$ cat src/rtl/wb_reg_file_pkg.sv
// Shared types and constants for the integer register file and its neighbours
// (pipeline registers, forwarding unit).
package wb_reg_file_pkg;

    localparam int unsigned XLEN   = 32;
    localparam int unsigned REG_AW = 5;
    localparam int unsigned NREG   = 1 << REG_AW;

    localparam logic [REG_AW-1:0] ZERO_REG = 5'd0;

    typedef logic [REG_AW-1:0] reg_addr_t;
    typedef logic [XLEN-1:0]   xlen_t;

    // A writeback only commits when it targets a real register.
    function automatic logic wb_commits(input logic en, input reg_addr_t addr);
        return en && (addr != ZERO_REG);
    endfunction

endpackage

$ cat src/rtl/wb_rf_read_port.sv
// One register-file read port: x0 forced to zero, optional same-cycle WB write-through
// (REGFILE_WB_BYPASS_EN). Fully combinational; bypass is suppressed while rst_i is high.
module wb_rf_read_port
    import wb_reg_file_pkg::*;
#(
    parameter int unsigned XLEN = wb_reg_file_pkg::XLEN,
    parameter int unsigned AW   = wb_reg_file_pkg::REG_AW
) (
    input  logic            rst_i,
    input  logic [AW-1:0]   addr_i,
    input  logic [XLEN-1:0] stored_i,
    input  logic            wb_en_i,
    input  logic [AW-1:0]   wb_addr_i,
    input  logic [XLEN-1:0] wb_data_i,
    output logic [XLEN-1:0] data_o
);

    logic addr_is_zero;
    assign addr_is_zero = (addr_i == '0);

`ifdef REGFILE_WB_BYPASS_EN
    logic bypass_hit;
    assign bypass_hit = !rst_i && wb_en_i && (wb_addr_i != '0) && (wb_addr_i == addr_i);

    always_comb begin
        data_o = stored_i;
        if (addr_is_zero) begin
            data_o = '0;
        end else if (bypass_hit) begin
            data_o = wb_data_i;
        end
    end
`else
    // Without write-through the WB write port is not consulted here.
    logic unused_wb;
    assign unused_wb = ^{rst_i, wb_en_i, wb_addr_i, wb_data_i};

    always_comb begin
        data_o = stored_i;
        if (addr_is_zero) begin
            data_o = '0;
        end
    end
`endif

endmodule

$ cat src/rtl/wb_reg_file.sv
// Architectural integer register file: one WB write port, two ID read ports, one debug port.
// Optional WB-to-ID write-through bypass enabled by defining REGFILE_WB_BYPASS_EN.
module wb_reg_file
    import wb_reg_file_pkg::*;
#(
    parameter int unsigned XLEN = wb_reg_file_pkg::XLEN,
    parameter int unsigned NREG = wb_reg_file_pkg::NREG,
    parameter int unsigned AW   = wb_reg_file_pkg::REG_AW
) (
    input  logic            clk,
    input  logic            rst,
    input  logic            wb_en_wb,
    input  logic [AW-1:0]   rd_addr_wb,
    input  logic [XLEN-1:0] rd_data_wb,
    input  logic [AW-1:0]   rs1_addr_id,
    input  logic [AW-1:0]   rs2_addr_id,
    output logic [XLEN-1:0] rs1_data_id,
    output logic [XLEN-1:0] rs2_data_id,
    input  logic [AW-1:0]   dbg_addr,
    output logic [XLEN-1:0] dbg_data,
    output logic [31:0]     wr_count
);

    logic [XLEN-1:0] regs_q [NREG];
    logic [31:0]     wr_count_q;
    logic [31:0]     wr_count_d;
    logic            wr_commit;

    assign wr_commit = wb_en_wb && (rd_addr_wb != '0);

    always_comb begin
        wr_count_d = wr_count_q;
        if (wr_commit) begin
            wr_count_d = wr_count_q + 32'd1;
        end
    end

    // Reset wins over a same-cycle write; entry 0 is never loaded.
    always_ff @(posedge clk) begin
        if (rst) begin
            for (int i = 0; i < int'(NREG); i++) begin
                regs_q[i] <= '0;
            end
            wr_count_q <= '0;
        end else begin
            if (wr_commit) begin
                regs_q[rd_addr_wb] <= rd_data_wb;
            end
            wr_count_q <= wr_count_d;
        end
    end

    logic [XLEN-1:0] rs1_stored;
    logic [XLEN-1:0] rs2_stored;
    assign rs1_stored = regs_q[rs1_addr_id];
    assign rs2_stored = regs_q[rs2_addr_id];

    wb_rf_read_port #(.XLEN(XLEN), .AW(AW)) u_rs1_port (
        .rst_i     (rst),
        .addr_i    (rs1_addr_id),
        .stored_i  (rs1_stored),
        .wb_en_i   (wb_en_wb),
        .wb_addr_i (rd_addr_wb),
        .wb_data_i (rd_data_wb),
        .data_o    (rs1_data_id)
    );

    wb_rf_read_port #(.XLEN(XLEN), .AW(AW)) u_rs2_port (
        .rst_i     (rst),
        .addr_i    (rs2_addr_id),
        .stored_i  (rs2_stored),
        .wb_en_i   (wb_en_wb),
        .wb_addr_i (rd_addr_wb),
        .wb_data_i (rd_data_wb),
        .data_o    (rs2_data_id)
    );

    // Debug view always shows committed state, never the in-flight write.
    assign dbg_data = (dbg_addr == '0) ? '0 : regs_q[dbg_addr];
    assign wr_count = wr_count_q;

endmodule

$ cat config.mk
export PLATFORM = sky130hd
export DESIGN_NAME = wb_reg_file
export DESIGN_NICKNAME = d
export VERILOG_FILES = /design/src/rtl/wb_reg_file_pkg.sv /design/src/rtl/wb_rf_read_port.sv /design/src/rtl/wb_reg_file.sv
export SDC_FILE = /design/constraint.sdc
export NUM_CORES = 2
export LEC_CHECK = 0
export BUFFER_PORTS_ARGS = -buffer_cell sky130_fd_sc_hd__buf_4
export CAP_MARGIN = 20
export CORE_MARGIN = 2
export CORE_UTILIZATION = 40
export CTS_BUF_LIST = sky130_fd_sc_hd__clkbuf_4
export CTS_CLUSTER_SIZE = 12
export DETAILED_ROUTE_END_ITERATION = 8
export GPL_TIMING_DRIVEN = 0
export PLACE_DENSITY = 0.54
export SLEW_MARGIN = 25
export SYNTH_ARGS = -nofsm -noshare
export SYNTH_HDL_FRONTEND = slang
export SYNTH_HIERARCHICAL = 1
export SYNTH_SLANG_ARGS = --single-unit
$ cat constraint.sdc
create_clock -name clk -period 5.2 [get_ports clk]
set_input_delay 0.26 -clock clk [delete_from_list [all_inputs] [get_ports clk]]
set_output_delay 0.26 -clock clk [all_outputs]
set_load 0.1 [all_outputs]
* After elaboration in Yosys (flattened, before gate mapping)
Memories as Yosys holds them, arrays and structs flattened.
Index checks and enable logic that the tools add are counted.
** Storage, ports and cells
- Bits in registers :: 32
- RAM bits :: 1024
- Input port bits :: 55
- Output and inout bits :: 128
- Word-level logic and storage cells :: 20
- Memories :: 1
** Cells by class
- Add/subtract/negate cells :: 1
- Mux-type cells :: 11
- Reduce and logical (&&, ||, !) cells :: 6
** Memories
- regs_q :: depth 32, bits a word 32, read ports 3, clocked after Yosys merged registers in 0, write ports 32, line wb_reg_file.sv:24 : logic [XLEN-1:0] regs_q [NREG];
** Operators with widths (number)
- $mux W32 :: 4
- $add A32 B1 Y32 const B :: 1
- $reduce_or A32 Y1 :: 1
- $logic_not A5 Y1 :: 3
- $mux W1 :: 6
- $mux W5 :: 1
- $reduce_bool A5 Y1 :: 1
- $logic_and A1 B1 Y1 :: 1

* Depth between registers and ports, before layout
- Depth after elaboration :: 7
- Depth in mapped cells :: 8
- Gate-level depth less buffers :: 5

* By module
The synthesis kept the hierarchy.
** Modules (own cells, without submodules)
- wb_reg_file :: instances 1, cells an instance 3975, area each 63677.3 µm², seq. area each 31390.1 µm²
- wb_rf_read_port :: instances 2, cells an instance 40, area each 321.6 µm², seq. area each 0.0 µm²

* Worst setup path before layout
OpenSTA, ideal clock, no wires.
- Path type :: in2out
- Start :: input port rs1_addr_id[1]
- End :: output port rs1_data_id[30]
- Arrival time :: 3691 ps
- Data required time :: 4940 ps
- Path slack :: 1249 ps
- Stages on the path :: 6
- Path buffers :: 2
- Path through :: buf_1 buf_1 mux4_2 mux4_2 mux2_2 a21boi_0
** On the way
- Word-level cells in the longest chain between the ends :: 2
- Elaborated cells on any way between the ends :: 3
- Classes of those cells :: 1 x mux; 1 x reduce/logical; 1 x memory
** RTL lines
- from (decl) :: line wb_reg_file.sv:15 : input logic [AW-1:0] rs1_addr_id,
- $mem_v2 Z32 W32
- via rs1_stored[30] :: line wb_reg_file.sv:53 : logic [XLEN-1:0] rs1_stored;
- $mux W32 :: line wb_rf_read_port.sv:40 : if (addr_is_zero) begin
- to (decl) :: line wb_reg_file.sv:17 : output logic [XLEN-1:0] rs1_data_id,
The timed path passes the listed nets, and every way through them passes these cells.

* Final worst setup path
- Start :: input port dbg_addr[0]
- End :: output port dbg_data[19]
** On the way
- Word-level cells in the longest chain between the ends :: 2
- Elaborated cells on any way between the ends :: 3
- Classes of those cells :: 1 x mux; 1 x reduce/logical; 1 x memory
** RTL lines
- from (decl) :: line wb_reg_file.sv:19 : input logic [AW-1:0] dbg_addr,
- $mem_v2 Z32 W32 / $logic_not A5 Y1 (equally long branches)
- $mux W32 (*) :: line wb_reg_file.sv:79 : assign dbg_data = (dbg_addr == '0) ? '0 : regs_q[dbg_addr];
- to (decl) :: line wb_reg_file.sv:20 : output logic [XLEN-1:0] dbg_data,
Mark *: on every way between the ends. The rest lies on a longest branch, timed or not.

==> results.sh <==
export IMPL_status="complete, no violations"
export IMPL_ctsHtreeMaxLevel=5
export IMPL_cp_startpoint="dbg_addr[0]"
export IMPL_rsz0062_at_grt="false"
export IMPL_synthSimpleGateAreaFrac_pct=11.1
export IMPL_total_power_mw=23.5
export IMPL_grt_max_degree=33
export IMPL_yosys_area_share_xor_xnor_pct=0.0681
export IMPL_via_per_inst=6.84
export IMPL_maxSlewViolCount=0
export IMPL_syn_inst=4055
export IMPL_period_needed_ns=4.59
export IMPL_setup_worst_path_end_class="output pin"
export IMPL_detail_route_antenna_nets=0
export IMPL_worstHoldPathType="input pin to register"
export IMPL_place_inst=6506
export IMPL_required_ns=4.94
export IMPL_yosysSeqAreaShare_pct=48.8
export IMPL_fin_worst_skew_ns=0.0528
export IMPL_crit_chain="clkbuf_1 > buf_4 > buf_2 > buf_2 > mux4_2 > a22oi_1 > a31oi_1 > buf_4"
export IMPL_gr_usage_all_layers_pct=37.8
export IMPL_synth_seq_cells=1056
export IMPL_synth_top_family_by_area="multiplexers"
export IMPL_grt_pass1_vias=47000
export IMPL_stdcell_count=7133
export IMPL_synth_compound_area_share_pct=3.19
export IMPL_coreArea_um2=160000
export IMPL_first_pass_iters=6
export IMPL_path_class="input pin to output pin"
export IMPL_drt_initial_drc_count=8525
export IMPL_io_pins=183
export IMPL_chipHeight_um=405
export IMPL_clockRootBuffer="clkbuf_4"
export IMPL_power_density_nw_per_um2=311
export IMPL_max_freq_mhz=218
export IMPL_post_cts_repair_setup_buffers=0
export IMPL_finalHoldViolCount=0
export IMPL_cts_made_buffers=322
export IMPL_hpwl_um=220000
export IMPL_area_growth_pct=17.4
export IMPL_cap_violations=0
export IMPL_grt_pass1_wl_um=409000
export IMPL_layout_drive_gt1_share_pct=39.6
export IMPL_die_x_um=405
export IMPL_netlist_area_um2=64300
export IMPL_gp_congestion=0.970
export IMPL_min_period_over_period_pct=88.4
export IMPL_ir_drop_v=0.000280
export IMPL_cts_sinks=1056
export IMPL_drc_errors=0
export IMPL_wire_per_inst_um=43.5
export IMPL_worstReg2RegStart="wr_count[2]$_SDFFE_PP0P_"
export IMPL_nets=4803
export IMPL_synth_edf_count=1024
export IMPL_clock_latency_ns=1.31
export IMPL_worstPathArrival_ns=4.33
export IMPL_ys_dominant_reg_cell="edfxtp_1"
export IMPL_crit_fanout=10
export IMPL_vias=48800
export IMPL_slowest_stage="buf_2"
export IMPL_worstMarginPinSlew_ns=1.31
export IMPL_syn_avg_cell_area_um2=15.9
export IMPL_synthMuxAreaShare_pct=33.6
export IMPL_hp_start="rd_data_wb[27]"
export IMPL_totalWireLength_um=311000
export IMPL_maxSlewHeadroom_pct=12.6
export IMPL_synth_cell_types=49
export IMPL_clk_pin_slew_ns=0.07
export IMPL_fillCellCount=14100
export IMPL_dieArea_um2=164000
export IMPL_antenna_found_initial=28
export IMPL_power_leakage_nw=26.2
export IMPL_async_reset_ff_share_pct=0
export IMPL_initial_core_util_pct=40.2
export IMPL_synthAdderAreaFrac_pct=0.0195
export IMPL_cts_tree="yes"
export IMPL_port_buffers=175
export IMPL_rows=147
export IMPL_slowest_delay_ns=0.80
export IMPL_ctsLongestPathBuffers=4
export IMPL_crit_path_start_kind="input pin"
export IMPL_yosys_warnings=6
export IMPL_setup_viol=0
export IMPL_overflow=0
worst paths after layout:
kind | endpoint | slack, ns | depth (start not counted)
hold / removal | regs_q[2][27]$_SDFFCE_PN0P_ | 0.10 | 4
setup / recovery | dbg_data[19] | 0.61 | 8
hold reg to reg | wr_count[6]$_SDFFE_PP0P_ | 0.50 | 2
setup reg to reg | wr_count[7]$_SDFFE_PP0P_ | 2.77 | 6
timing repair:
action / CTS / global route
hold buffers: 77 / 0
endpoints found under the hold margin: 1305 / 0
gates resized for setup: 0 / 0
logic make-up (layout without fill, tap and decap cells):
family                   count (synthesis)  after routing
AND/OR/NAND/NOR                       1160           1160
XOR/XNOR                                 5              5
buffers and inverters                  480           1335
AO/OA/AOI/OAI                          283            283
adder cells (fa/ha/maj)                  1              1
other                                    1             64
multiplexers                          1069           1069
flip-flops                            1056           1056
per-layer routing:
layer | part of all wire (%) | global-route usage [%] | vias to the layer above
met4 | 6.6 | 22.5 | 12
met1 | 36 | 47.5 | 25300
met2 | 43 | 54.6 | 4545
met5 | 0.059 | 0.535 | -
li1 | - | - | 17900
met3 | 15 | 15.4 | 1014
metrics by stage:
stage / util [%] / area (µm²) / TNS, ns / hold WS (ns) / worst slack (ns)
after detailed placement: 44.3 / 70900 / 0 / 0.491 / 0.744
after global routing: 47.1 / 75500 / 0 / 0.0860 / 0.640
after floorplan: - / 64400 / 0 / 0.458 / 1.25
after CTS: 47.1 / 75400 / 0 / 0.00261 / 0.751
after global placement: 42.7 / 68500 / -2681.67 / 0.484 / -4.98
final: 47.1 / 75500 / 0 / 0.101 / 0.605
report_power, final:
group | leakage [nW] | switching [mW] | internal (mW)
logic | 13.9 | 3.37 | 1.93
clock network | 2.25 | 4.00 | 4.07
registers | 10.0 | 0.347 | 9.79
registers in the layout, indices dropped and copies added, names as in the netlist:
name / cells
regs_q: 1024
wr_count: 32
area by class of cell:
| type | count | area (µm²) | share of cell area, % |
|---|---|---|---|
| clock buffer | 455 | 3420 | 4.52 |
| multi-input combinational | 2550 | 31300 | 41.5 |
| buffer | 474 | 2190 | 2.91 |
| sequential | 1056 | 31400 | 41.6 |
| clock inverter | 63 | 299 | 0.396 |
| timing repair buffer | 337 | 4090 | 5.42 |
| inverter | 6 | 22.5 | 0.0298 |
| antenna | 32 | 80.1 | 0.106 |
| tap | 2160 | 2700 | 3.58 |
synth_stat cells, types with 2 or more instances:
cell type  count  area (µm²)
edfxtp_1    1024       30700
and2_1       995        6220
mux4_2       864       19500
clkbuf_1     316        1190
mux2i_1      132        1320
buf_2         79         395
mux2_2        73         822
a21boi_1      54         405
o21ai_0       51         255
buf_1         43         161
nor2_1        33         124
a221o_1       32         320
a31oi_1       32         200
dfxtp_1       32         641
nand2_1       31         116
a221oi_1      25         219
buf_4         25         188
a21oi_1       24         120
a22oi_1       21         158
or4_1         20         150
o31ai_1       19         143
nand3_1       17        85.1
or2_2         15        93.8
buf_6         11         124
nor3_1        10        50.1
or3_1          7        43.8
a21boi_2       6        67.6
and4_1         6        52.6
nand4_1        6        37.5
nor2b_1        6        37.5
o2111ai_1      6        52.6
inv_1          5        18.8
nand3b_1       5        37.5
xor2_1         5        43.8
a21boi_0       4        30.0
a2bb2oi_1      3        26.3
and3_1         3        18.8
nand2b_1       2        12.5
nor4_4         2        42.5
o211ai_1       2        15.0
worst max-delay path: cells and delay by family:
| kind | cells | cell delay, ns |
|---|---|---|
| buf+inv | 5 | 2.93 |
| compound gates | 2 | 0.65 |
| mux | 1 | 0.43 |
cells in the final DEF (no fill, tap or decap), drive strengths merged, types with 7 or more instances in the layout:
cell type and instances:
clkbuf 776, a221o 32, conb 32, diode 32, or3 7, mux2 73, nand3 17, mux2i 132
edfxtp 1024, o31ai 19, dlygate4sd3 77, a22oi 21, a21boi 64, or4 20, clkinv 56, buf 413
nor3 10, or2 15, dfxtp 32, and2 995, inv 11, nand2 31, o21ai 52, mux4 864
nor2 33, a31oi 32, a21oi 24, a221oi 25, o2111ai 7
Note: power is estimated with default switching activity, not from simulation.
